`src/rtl/zcs_bridge_sequencer_if.sv`:
```
// Bridge sequencer bundle: controller-side inputs and gate-drive / status outputs.
//   enable       interrupter on-time request
//   zcs_in       raw zero-current comparator (asynchronous)
//   gate1/gate4  phase A drives; gate2/gate3 phase B drives
//   running      sequencer active (not IDLE)
//   fault_pulse  one-clock strobe on lost-feedback abort
//   half_cycles  phase changes since the last IDLE exit (saturating)
// master = controller / stimulus side, slave = sequencer side.
interface zcs_bridge_sequencer_if #(
  parameter int CNT_W = 16
);
  logic             enable;
  logic             zcs_in;
  logic             gate1;
  logic             gate2;
  logic             gate3;
  logic             gate4;
  logic             running;
  logic             fault_pulse;
  logic [CNT_W-1:0] half_cycles;

  modport master (
    output enable, zcs_in,
    input  gate1, gate2, gate3, gate4, running, fault_pulse, half_cycles
  );

  modport slave (
    input  enable, zcs_in,
    output gate1, gate2, gate3, gate4, running, fault_pulse, half_cycles
  );
endinterface

```
`src/rtl/zcs_bridge_sequencer.sv`:
```
// Zero-current-switched H-bridge sequencer for the coil primary.
// Alternates phase A (gate1+gate4) and phase B (gate2+gate3) on ZCS comparator
// edges, with a fixed dead gap between phases, a kick-start pulse when no
// feedback exists yet, edge blanking after each phase start and a lost-feedback
// timeout that aborts the burst.
// Ports:
//   clk  system clock
//   rst  synchronous reset, active-high
//   bus  slave side of zcs_bridge_sequencer_if (enable, zcs_in in; gates,
//        running, fault_pulse, half_cycles out -- all registered)
module zcs_bridge_sequencer #(
  parameter int DEADTIME_CYCLES = 8,
  parameter int KICK_CYCLES     = 100,
  parameter int BLANK_CYCLES    = 20,
  parameter int TIMEOUT_CYCLES  = 400,
  parameter int CNT_W           = 16
) (
  input  logic                  clk,
  input  logic                  rst,
  zcs_bridge_sequencer_if.slave bus
);

  typedef enum logic [2:0] {IDLE, KICK, DEAD, DRV_A, DRV_B, DRAIN} state_t;

  state_t           state, state_n;
  logic             s1, s2, s3;
  logic [CNT_W-1:0] timer, blank_cnt, half_cnt;
  logic             next_b, next_b_n;
  logic             abort, abort_n;
  logic             stop, stop_n;
  logic             fault_n, inc;
  logic             valid_edge;
  logic             g1, g2, g3, g4, run_q, fault_q;

  // s3 trails s2 in every state, so edges arriving in DEAD or inside the
  // blanking window are consumed and never seen later.
  assign valid_edge = (s2 != s3) && (blank_cnt >= CNT_W'(BLANK_CYCLES));

  always_comb begin
    state_n  = state;
    next_b_n = next_b;
    abort_n  = abort;
    stop_n   = stop;
    fault_n  = 1'b0;
    inc      = 1'b0;
    case (state)
      IDLE: begin
        abort_n = 1'b0;
        stop_n  = 1'b0;
        if (bus.enable) state_n = KICK;
      end
      KICK: begin
        // enable low only latches a shutdown; the pulse is never cut short
        if (!bus.enable) stop_n = 1'b1;
        if (valid_edge || timer == CNT_W'(KICK_CYCLES - 1)) begin
          state_n  = DEAD;
          next_b_n = 1'b1;
        end
      end
      DRV_A, DRV_B: begin
        if (!bus.enable) stop_n = 1'b1;
        // edge checked first so a coincident timeout is not a fault
        if (valid_edge) begin
          state_n  = DEAD;
          next_b_n = (state == DRV_A);
          inc      = 1'b1;
        end else if (timer == CNT_W'(TIMEOUT_CYCLES - 1)) begin
          state_n = DEAD;
          abort_n = 1'b1;
          fault_n = 1'b1;
        end
      end
      DEAD: begin
        // once shutdown is latched, a re-raised enable cannot restart the bridge
        if (!bus.enable) stop_n = 1'b1;
        if (timer == CNT_W'(DEADTIME_CYCLES - 1))
          state_n = (stop_n || abort) ? DRAIN : (next_b ? DRV_B : DRV_A);
      end
      DRAIN: begin
        state_n = IDLE;
        abort_n = 1'b0;
        stop_n  = 1'b0;
      end
      default: state_n = IDLE;
    endcase
  end

  always_ff @(posedge clk) begin
    if (rst) begin
      state     <= IDLE;
      s1        <= 1'b0;
      s2        <= 1'b0;
      s3        <= 1'b0;
      timer     <= '0;
      blank_cnt <= '0;
      half_cnt  <= '0;
      next_b    <= 1'b0;
      abort     <= 1'b0;
      stop      <= 1'b0;
      g1        <= 1'b0;
      g2        <= 1'b0;
      g3        <= 1'b0;
      g4        <= 1'b0;
      run_q     <= 1'b0;
      fault_q   <= 1'b0;
    end else begin
      s1     <= bus.zcs_in;
      s2     <= s1;
      s3     <= s2;
      state  <= state_n;
      next_b <= next_b_n;
      abort  <= abort_n;
      stop   <= stop_n;

      // phase/dead timer and blanking counter restart on every state change
      if (state_n != state || state == IDLE || state == DRAIN) begin
        timer     <= '0;
        blank_cnt <= '0;
      end else begin
        timer <= timer + 1'b1;
        if (blank_cnt < CNT_W'(BLANK_CYCLES)) blank_cnt <= blank_cnt + 1'b1;
      end

      if (state == IDLE && state_n == KICK) half_cnt <= '0;
      else if (inc && half_cnt != '1)       half_cnt <= half_cnt + 1'b1;

      // gates decoded from the next state: each phase is a single state, so
      // A and B can never be high together
      g1      <= (state_n == KICK) || (state_n == DRV_A);
      g4      <= (state_n == KICK) || (state_n == DRV_A);
      g2      <= (state_n == DRV_B);
      g3      <= (state_n == DRV_B);
      run_q   <= (state_n != IDLE);
      fault_q <= fault_n;
    end
  end

  assign bus.gate1       = g1;
  assign bus.gate2       = g2;
  assign bus.gate3       = g3;
  assign bus.gate4       = g4;
  assign bus.running     = run_q;
  assign bus.fault_pulse = fault_q;
  assign bus.half_cycles = half_cnt;

endmodule

```
`src/flat_wrapper.sv`:
```
// flat-port wrapper written by rule: the top's interface ports become plain ports
module zcs_bridge_sequencer_flat 
#(
  parameter int DEADTIME_CYCLES = 8,
  parameter int KICK_CYCLES     = 100,
  parameter int BLANK_CYCLES    = 20,
  parameter int TIMEOUT_CYCLES  = 400,
  parameter int CNT_W           = 16
)
  (clk, rst, bus_enable, bus_zcs_in, bus_gate1, bus_gate2, bus_gate3, bus_gate4, bus_running, bus_fault_pulse, bus_half_cycles);
  zcs_bridge_sequencer_if #(.CNT_W(CNT_W)) bus_i ();
  input  logic clk;
  input  logic rst;
  input wire logic [$bits(bus_i.enable)-1:0] bus_enable;
  input wire logic [$bits(bus_i.zcs_in)-1:0] bus_zcs_in;
  output wire logic [$bits(bus_i.gate1)-1:0] bus_gate1;
  output wire logic [$bits(bus_i.gate2)-1:0] bus_gate2;
  output wire logic [$bits(bus_i.gate3)-1:0] bus_gate3;
  output wire logic [$bits(bus_i.gate4)-1:0] bus_gate4;
  output wire logic [$bits(bus_i.running)-1:0] bus_running;
  output wire logic [$bits(bus_i.fault_pulse)-1:0] bus_fault_pulse;
  output wire logic [$bits(bus_i.half_cycles)-1:0] bus_half_cycles;
  assign bus_i.enable = bus_enable;
  assign bus_i.zcs_in = bus_zcs_in;
  assign bus_gate1 = bus_i.gate1;
  assign bus_gate2 = bus_i.gate2;
  assign bus_gate3 = bus_i.gate3;
  assign bus_gate4 = bus_i.gate4;
  assign bus_running = bus_i.running;
  assign bus_fault_pulse = bus_i.fault_pulse;
  assign bus_half_cycles = bus_i.half_cycles;
  zcs_bridge_sequencer #(.DEADTIME_CYCLES(DEADTIME_CYCLES), .KICK_CYCLES(KICK_CYCLES), .BLANK_CYCLES(BLANK_CYCLES), .TIMEOUT_CYCLES(TIMEOUT_CYCLES), .CNT_W(CNT_W)) u_core (.clk(clk), .rst(rst), .bus(bus_i));
endmodule
```
`config.mk`:
```
export PLATFORM = sky130hd
export DESIGN_NAME = zcs_bridge_sequencer_flat
export DESIGN_NICKNAME = d
export VERILOG_FILES = /design/src/rtl/zcs_bridge_sequencer_if.sv /design/src/rtl/zcs_bridge_sequencer.sv /design/src/flat_wrapper.sv
export SDC_FILE = /design/constraint.sdc
export NUM_CORES = 1
export LEC_CHECK = 0
export BUFFER_PORTS_ARGS = -buffer_cell sky130_fd_sc_hd__buf_2
export CORE_ASPECT_RATIO = 0.7
export CORE_UTILIZATION = 40
export CTS_CLUSTER_SIZE = 10
export DETAILED_ROUTE_END_ITERATION = 10
export GPL_TIMING_DRIVEN = 0
export HOLD_SLACK_MARGIN = 0.06
export PLACE_DENSITY = 0.67
export SLEW_MARGIN = 0
export SYNTH_ARGS = -nofsm -noshare
export SYNTH_HDL_FRONTEND = slang
export SYNTH_SLANG_ARGS = --single-unit
```
`constraint.sdc`:
```
create_clock -name clk -period 2.4 [get_ports clk]
set_input_delay 0.24 -clock clk [delete_from_list [all_inputs] [get_ports clk]]
set_output_delay 0.24 -clock clk [all_outputs]
set_load 0.01 [all_outputs]
```
Word level (Yosys, flattened, before mapping)
Index checks and enable logic that the tools add are counted.
{"block": "totals", "regBits": 61, "input_bits": 4, "out_inout_bits": 22, "elab_cells": 79}
{"block": "classes", "addsub": 3, "magnitude_cmp": 2, "eq_ne": 18, "muxes": 20, "bitwise_logic": 1, "n_reduce_logical": 21}
{"operator": "$add A16 B1 Y16 const B", "count": 3}
{"operator": "$mux W3", "count": 7}
{"operator": "$eq A16 B3 Y1 const B", "count": 1}
{"operator": "$eq A16 B7 Y1 const B", "count": 1}
{"operator": "$eq A16 B9 Y1 const B", "count": 1}
{"operator": "$ge A16 B5 Y1 const B", "count": 1}
{"operator": "$lt A16 B5 Y1 const B", "count": 1}
{"operator": "$ne A16 B16 Y1 const B", "count": 1}
{"operator": "$pmux W3 S4", "count": 1}
{"operator": "$eq A3 B2 Y1 const B", "count": 3}
{"operator": "$eq A3 B3 Y1 const B", "count": 3}
{"operator": "$mux W1", "count": 9}
{"operator": "$reduce_or A2 Y1", "count": 4}
{"operator": "$eq A3 B1 Y1 const B", "count": 2}
{"operator": "$ne A2 B1 Y1 const B", "count": 3}
{"operator": "$reduce_and A3 Y1", "count": 2}
{"operator": "$reduce_bool A3 Y1", "count": 2}
{"operator": "$reduce_or A3 Y1", "count": 2}
{"operator": "$logic_or A1 B1 Y1", "count": 5}
{"operator": "$pmux W1 S2", "count": 2}
{"operator": "$reduce_bool A2 Y1", "count": 2}
{"operator": "$logic_and A1 B1 Y1", "count": 3}
{"operator": "$logic_not A3 Y1", "count": 1}
{"operator": "$ne A3 B3 Y1", "count": 1}
{"operator": "4 further kinds", "count": 4}

Longest topological paths before layout
{"block": "logic_depth", "ltp_word": 10, "depth_mapped": 8, "ltp_nobuf": 7}

Worst setup path before layout
OpenSTA, ideal clock, no wires.
{"block": "synth_timing", "path_kind": "flip-flop to flip-flop", "from": "register u_core.half_cnt[0] (netlist: u_core.bus.half_cycles[0])", "to": "register u_core.half_cnt[14] (netlist: u_core.bus.half_cycles[14])", "setup_ps": 70, "arrival_ps": 1853, "required_ps": 2330, "setup_slack_ps": 477, "stages_incl_launch_ff": 8, "path_buffers": 1, "synth_period_minus_slack_ps": 1923, "path_cell_list": "dfxtp_1 > ha_1 > nand2_1 > nor2_1 > or4b_1 > buf_2 > or3_1 > a21oi_1"}
{"block": "synth_via", "elab_chain_len": 2, "elab_cells_between_ends": 3, "classes_between": "add/sub: 1; eq/ne: 1; reduce/logical: 1"}
{"item": "start: declaration", "line": "zcs_bridge_sequencer.sv:27", "text": "logic [CNT_W-1:0] timer, blank_cnt, half_cnt;"}
{"item": "start signal: assignment", "line": "zcs_bridge_sequencer.sv:125", "text": "else if (inc && half_cnt != '1) half_cnt <= half_cnt + 1'b1;"}
{"item": "parallel branches: the longest is 2 deep, another holds $add A16 B1 Y16"}
Parallel ways; which one is timed is not known.
A chain may end at the register's enable or synchronous reset.

Worst setup path in the final report
{"block": "layout_timing", "from": "register u_core.timer[0]", "to": "register u_core.blank_cnt[11]"}
{"block": "layout_via", "elab_chain_len": 8, "elab_cells_between_ends": 13, "classes_between": "eq/ne: 4; mux: 5; reduce/logical: 4"}
{"item": "start: declaration", "line": "zcs_bridge_sequencer.sv:27"}
{"item": "start signal: assignment", "line": "zcs_bridge_sequencer.sv:120", "text": "timer <= timer + 1'b1;"}
{"item": "$eq A16 B9 Y1 or $eq A16 B7 Y1 (tied branches)", "line": "zcs_bridge_sequencer.sv:67, zcs_bridge_sequencer.sv:55"}
{"item": "$mux W3 or $logic_or A1 B1 Y1 (tied branches)", "line": "zcs_bridge_sequencer.sv:67, zcs_bridge_sequencer.sv:55"}
{"item": "$mux W3 (on tied branches)", "line": "zcs_bridge_sequencer.sv:63, zcs_bridge_sequencer.sv:55"}
{"item": "$pmux W3 S4 *", "line": "zcs_bridge_sequencer.sv:46", "text": "case (state)"}
{"item": "$ne A3 B3 Y1 *", "line": "zcs_bridge_sequencer.sv:116", "text": "if (state_n != state || state == IDLE || state == DRAIN) begin"}
{"item": "$logic_or A1 B1 Y1 * (2 in a row)", "line": "zcs_bridge_sequencer.sv:116"}
{"item": "$reduce_or A2 Y1 (no source line) *"}
{"item": "end signal: assignment", "line": "zcs_bridge_sequencer.sv:121", "text": "if (blank_cnt < CNT_W'(BLANK_CYCLES)) blank_cnt <= blank_cnt + 1'b1;"}
{"item": "end: declaration", "line": "zcs_bridge_sequencer.sv:27"}
Every way passes the cells marked *; elsewhere a longest branch is shown, timed or not.

==> out/results.tsv <==
metric	value	unit
grt_antenna_before_repair	0	
critPathLaunch	u_core.timer[0]	
hold_class	in -> reg	
layout.cells.non_filler	404	
number_of_clock_buffers_inserted_by_tritoncts	9	
setup.worst_path.start_class	register	
crit-reg2reg-capture	u_core.blank_cnt[11]	
grt_pass1_vias	1793	
drt-total-wl	4900	um
fp.dieArea	6770	um2
clock_latency	0.33	ns
synth_cell_type_count	41	
antenna_cells_inserted	0	
synth_ff_type	sky130_fd_sc_hd__dfxtp_1	
synth-adder-area-share	1.94	%
final_setup_tns	0	ns
maxClockFrequency	451	MHz
final_core_util	48.2	%
final-setup-viol-count	0	
syn_area_per_cell	8.98	um2
count_of_synthesis_stage_warnings_from_yosys	0	
finish.net_count	331	
synthXorXnorAreaFrac	10.2	%
clockBufferDepth	2	
critical_path.reg2reg.startpoint	u_core.timer[0]	
drtAntennaViolNets	0	
total_vias_in_the_final_route	2036	
post_synth_inst_count	287	
power.density_cell_area	641	nW/um2
portBuffers	25	
cts.hold.buffers_added	0	
synth-compound-area-share	7.48	%
track_usage	16.2	%
post_route_cells_drive_above_1_share	16.0	%
total_grt_overflow	0	
critical_path.endpoint_type	register	
largest_family_of_logic_cells_by_synthesized_area	simple AND/OR/NAND/NOR gates	
floorplan_row_count	24	
initial_core_util	41.5	%
cap_viol_max_count	0	
cp_max_fo	10	
unrepaired_setup_endpoints_after_global_routing	no	
clock_tree.root_cell	sky130_fd_sc_hd__clkbuf_8	
cts_num_sinks	61	
violations	design-rule violations	
synth_seq_cells	61	
cpMaxStageDelayCell	sky130_fd_sc_hd__nor4b_1	
synth-seq-area-share	47.4	%
path_common_cell	sky130_fd_sc_hd__and2_1	
avgRoutedWirePerCell	12.1	um
report.final.hold_viol_count	0	
postCtsSetupRepairBufs	0	
reg2regPathDepth	8	
detailedRoute.firstPassIterationCount	8	
synthSimpleGateAreaFrac	28.8	%
area_inside_the_core_boundary	6220	um2
synth.net_count	295	
worst_ep_required_time	2.62	ns
max-slew-margin-rel	65.7	%
worstHoldPathCells	2	
vias_per_cell	5.04	
cellLeakagePower	1.16	nW
clock_tree_from_tritoncts	yes	
timing_worst_slew_pin_value	0.507	ns
worst-setup-path-type	reg -> reg	
gp_congestion	0.852	
worst-r2r-setup-slack	0.18	ns
floorplan.die.height	69.2	um
worst_ep_arrival_time	2.44	ns
clock-skew-final	0.00545	ns
synth.area.mux_share	1.17	%
crit_path_max_incr_delay	0.37	ns
h-tree-depth	3	
ioPinCount	26	
die-width	97.9	um
grt_start_max_net_pins	11	
final-max-slew-violation-count	0	
dp_hpwl	3550	um
critical_path.cell_chain	ha_1, nor4b_1, nand4_1, or2_2, and2_1, o21a_1, clkbuf_1, and2_1	
area.growth.synth_to_final	16.3	%
cts.reportedPaths.clkPinSlew	0.06	ns
layout_min_cycle_time	2.22	ns
ir_drop	0.284	mV
crit_path_end	u_core.blank_cnt[11]	
grt_first_pass_wirelength	8570	um
async_flop_share	0	%
drt_drc_violations_left	1	
run_status	finished with violations	
place.detailed.instances	390	
final_min_period_over_clock_period	92.4	%
synth_enable_flop_cells	0	
first_iter_violations	74	
mappedNetlistArea	2580	um2
cells in the final DEF, fill, tap and decap left out, drive strengths merged, types with 8 or more instances in the layout:
master and instances:
dfxtp 61, nor2 43, buf 33, xor2 22
clkbuf 19, nand2 18, and2 15, nand4 14
nand3 9, a21oi 9, xnor2 8, o21ai 8
worst min-delay path by stage:
stage	slack, ns	end	from
5_1_grt	0.13	u_core.s1	bus_zcs_in
3_5_place_dp	0.43	u_core.timer[0]	u_core.timer[0]
3_3_place_gp	0.42	u_core.s2	u_core.s1
2_1_floorplan	0.31	u_core.s1	rst
4_1_cts	0.1	u_core.s1	bus_zcs_in
6_report	0.12	u_core.s1	bus_zcs_in
area by class of cell:
class,instances,area (um2)
Buffer,14,67.6
Fill cell,595,3220
Clock inverter,1,5.00
Tap cell,78,97.6
Clock buffer,13,179
Multi-Input combinational cell,209,1290
Sequential cell,61,1220
Timing Repair Buffer,25,125
Inverter,3,11.3
kinds of logic (layout without fill, tap and decap cells):
| logic type | Yosys count | after routing |
|---|---|---|
| mux | 3 | 3 |
| xor+xnor | 30 | 30 |
| buf+inv | 17 | 56 |
| fa+ha+maj | 4 | 4 |
| compound gates | 31 | 31 |
| flops | 61 | 61 |
| simple gates | 141 | 141 |
sequential cells by signal, indices dropped and copies added, names as in the netlist:
name / count
u_core.blank_cnt: 16
u_core.bus.half_cycles: 16
u_core.timer: 16
u_core.state: 3
u_core.abort: 1
u_core.bus.fault_pulse: 1
u_core.bus.gate2: 1
u_core.bus.gate4: 1
u_core.bus.running: 1
u_core.next_b: 1
u_core.s1: 1
u_core.s2: 1
u_core.s3: 1
u_core.stop: 1
worst max-delay path, delay by kind of cell, from the launching register on:
family / cells / cell delay, ns
simple gates: 5 / 1.25
flops: 1 / 0.34
buf+inv: 1 / 0.19
fa+ha+maj: 1 / 0.21
compound gates: 1 / 0.12
routing by layer:
metal  global-route usage [%]  vias up  routed length, um
li1                         -     1059                  -
met1                     23.7      937               2730
met2                     20.6       35               1910
met3                     5.78        5                210
met4                     7.58        0                 56
met5                        0        -                  0
where the power goes:
| part | internal, W | switching, W |
|---|---|---|
| clock network | 0.000474 | 0.000354 |
| logic | 0.0000236 | 0.0000410 |
| registers | 0.00102 | 0.00000456 |
cells in the mapped netlist (all sizes together), types with 2 or more instances:
cell type | number | share of area [%]
and3 | 7 | 1.7
nand2b | 2 | 0.49
nor3 | 7 | 1.4
nor2 | 43 | 6.3
nor3b | 2 | 0.78
or3 | 3 | 0.73
and2 | 15 | 3.6
xor2 | 22 | 7.5
a21oi | 9 | 1.7
a21o | 2 | 0.58
buf | 8 | 1.7
nor2b | 5 | 1.2
clkbuf | 6 | 0.87
nor4b | 3 | 1.0
mux2i | 3 | 1.2
nand4 | 14 | 3.4
o21ai | 8 | 1.6
o21a | 5 | 1.5
xnor2 | 8 | 2.7
inv | 3 | 0.44
nand2 | 18 | 2.6
nand3 | 9 | 1.7
and4 | 2 | 0.68
nor4 | 5 | 1.2
dfxtp | 61 | 47
ha | 4 | 1.9
a211oi | 2 | 0.58
per-stage QoR:
| stage | worst slack [ns] | hold slack (ns) | area, um2 | power, W |
|---|---|---|---|---|
| finish | 0.183 | 0.120 | 3000 | 0.00192 |
| global route | 0.0519 | 0.127 | 3000 | 0.00201 |
| CTS | 0.0941 | 0.0977 | 2980 | 0.00195 |
| detailed placement | 0.107 | 0.428 | 2800 | 0.00111 |
| global placement | 0.199 | 0.419 | 2800 | 0.00111 |
| floorplan | 0.477 | 0.312 | 2580 | 0.00109 |
repair_timing:
item	4_1_cts	5_1_grt
gates resized for setup	0	2
endpoints found under the setup margin	0	30
hold endpoints to repair	0	0
Power figures use the tool's default switching activity.
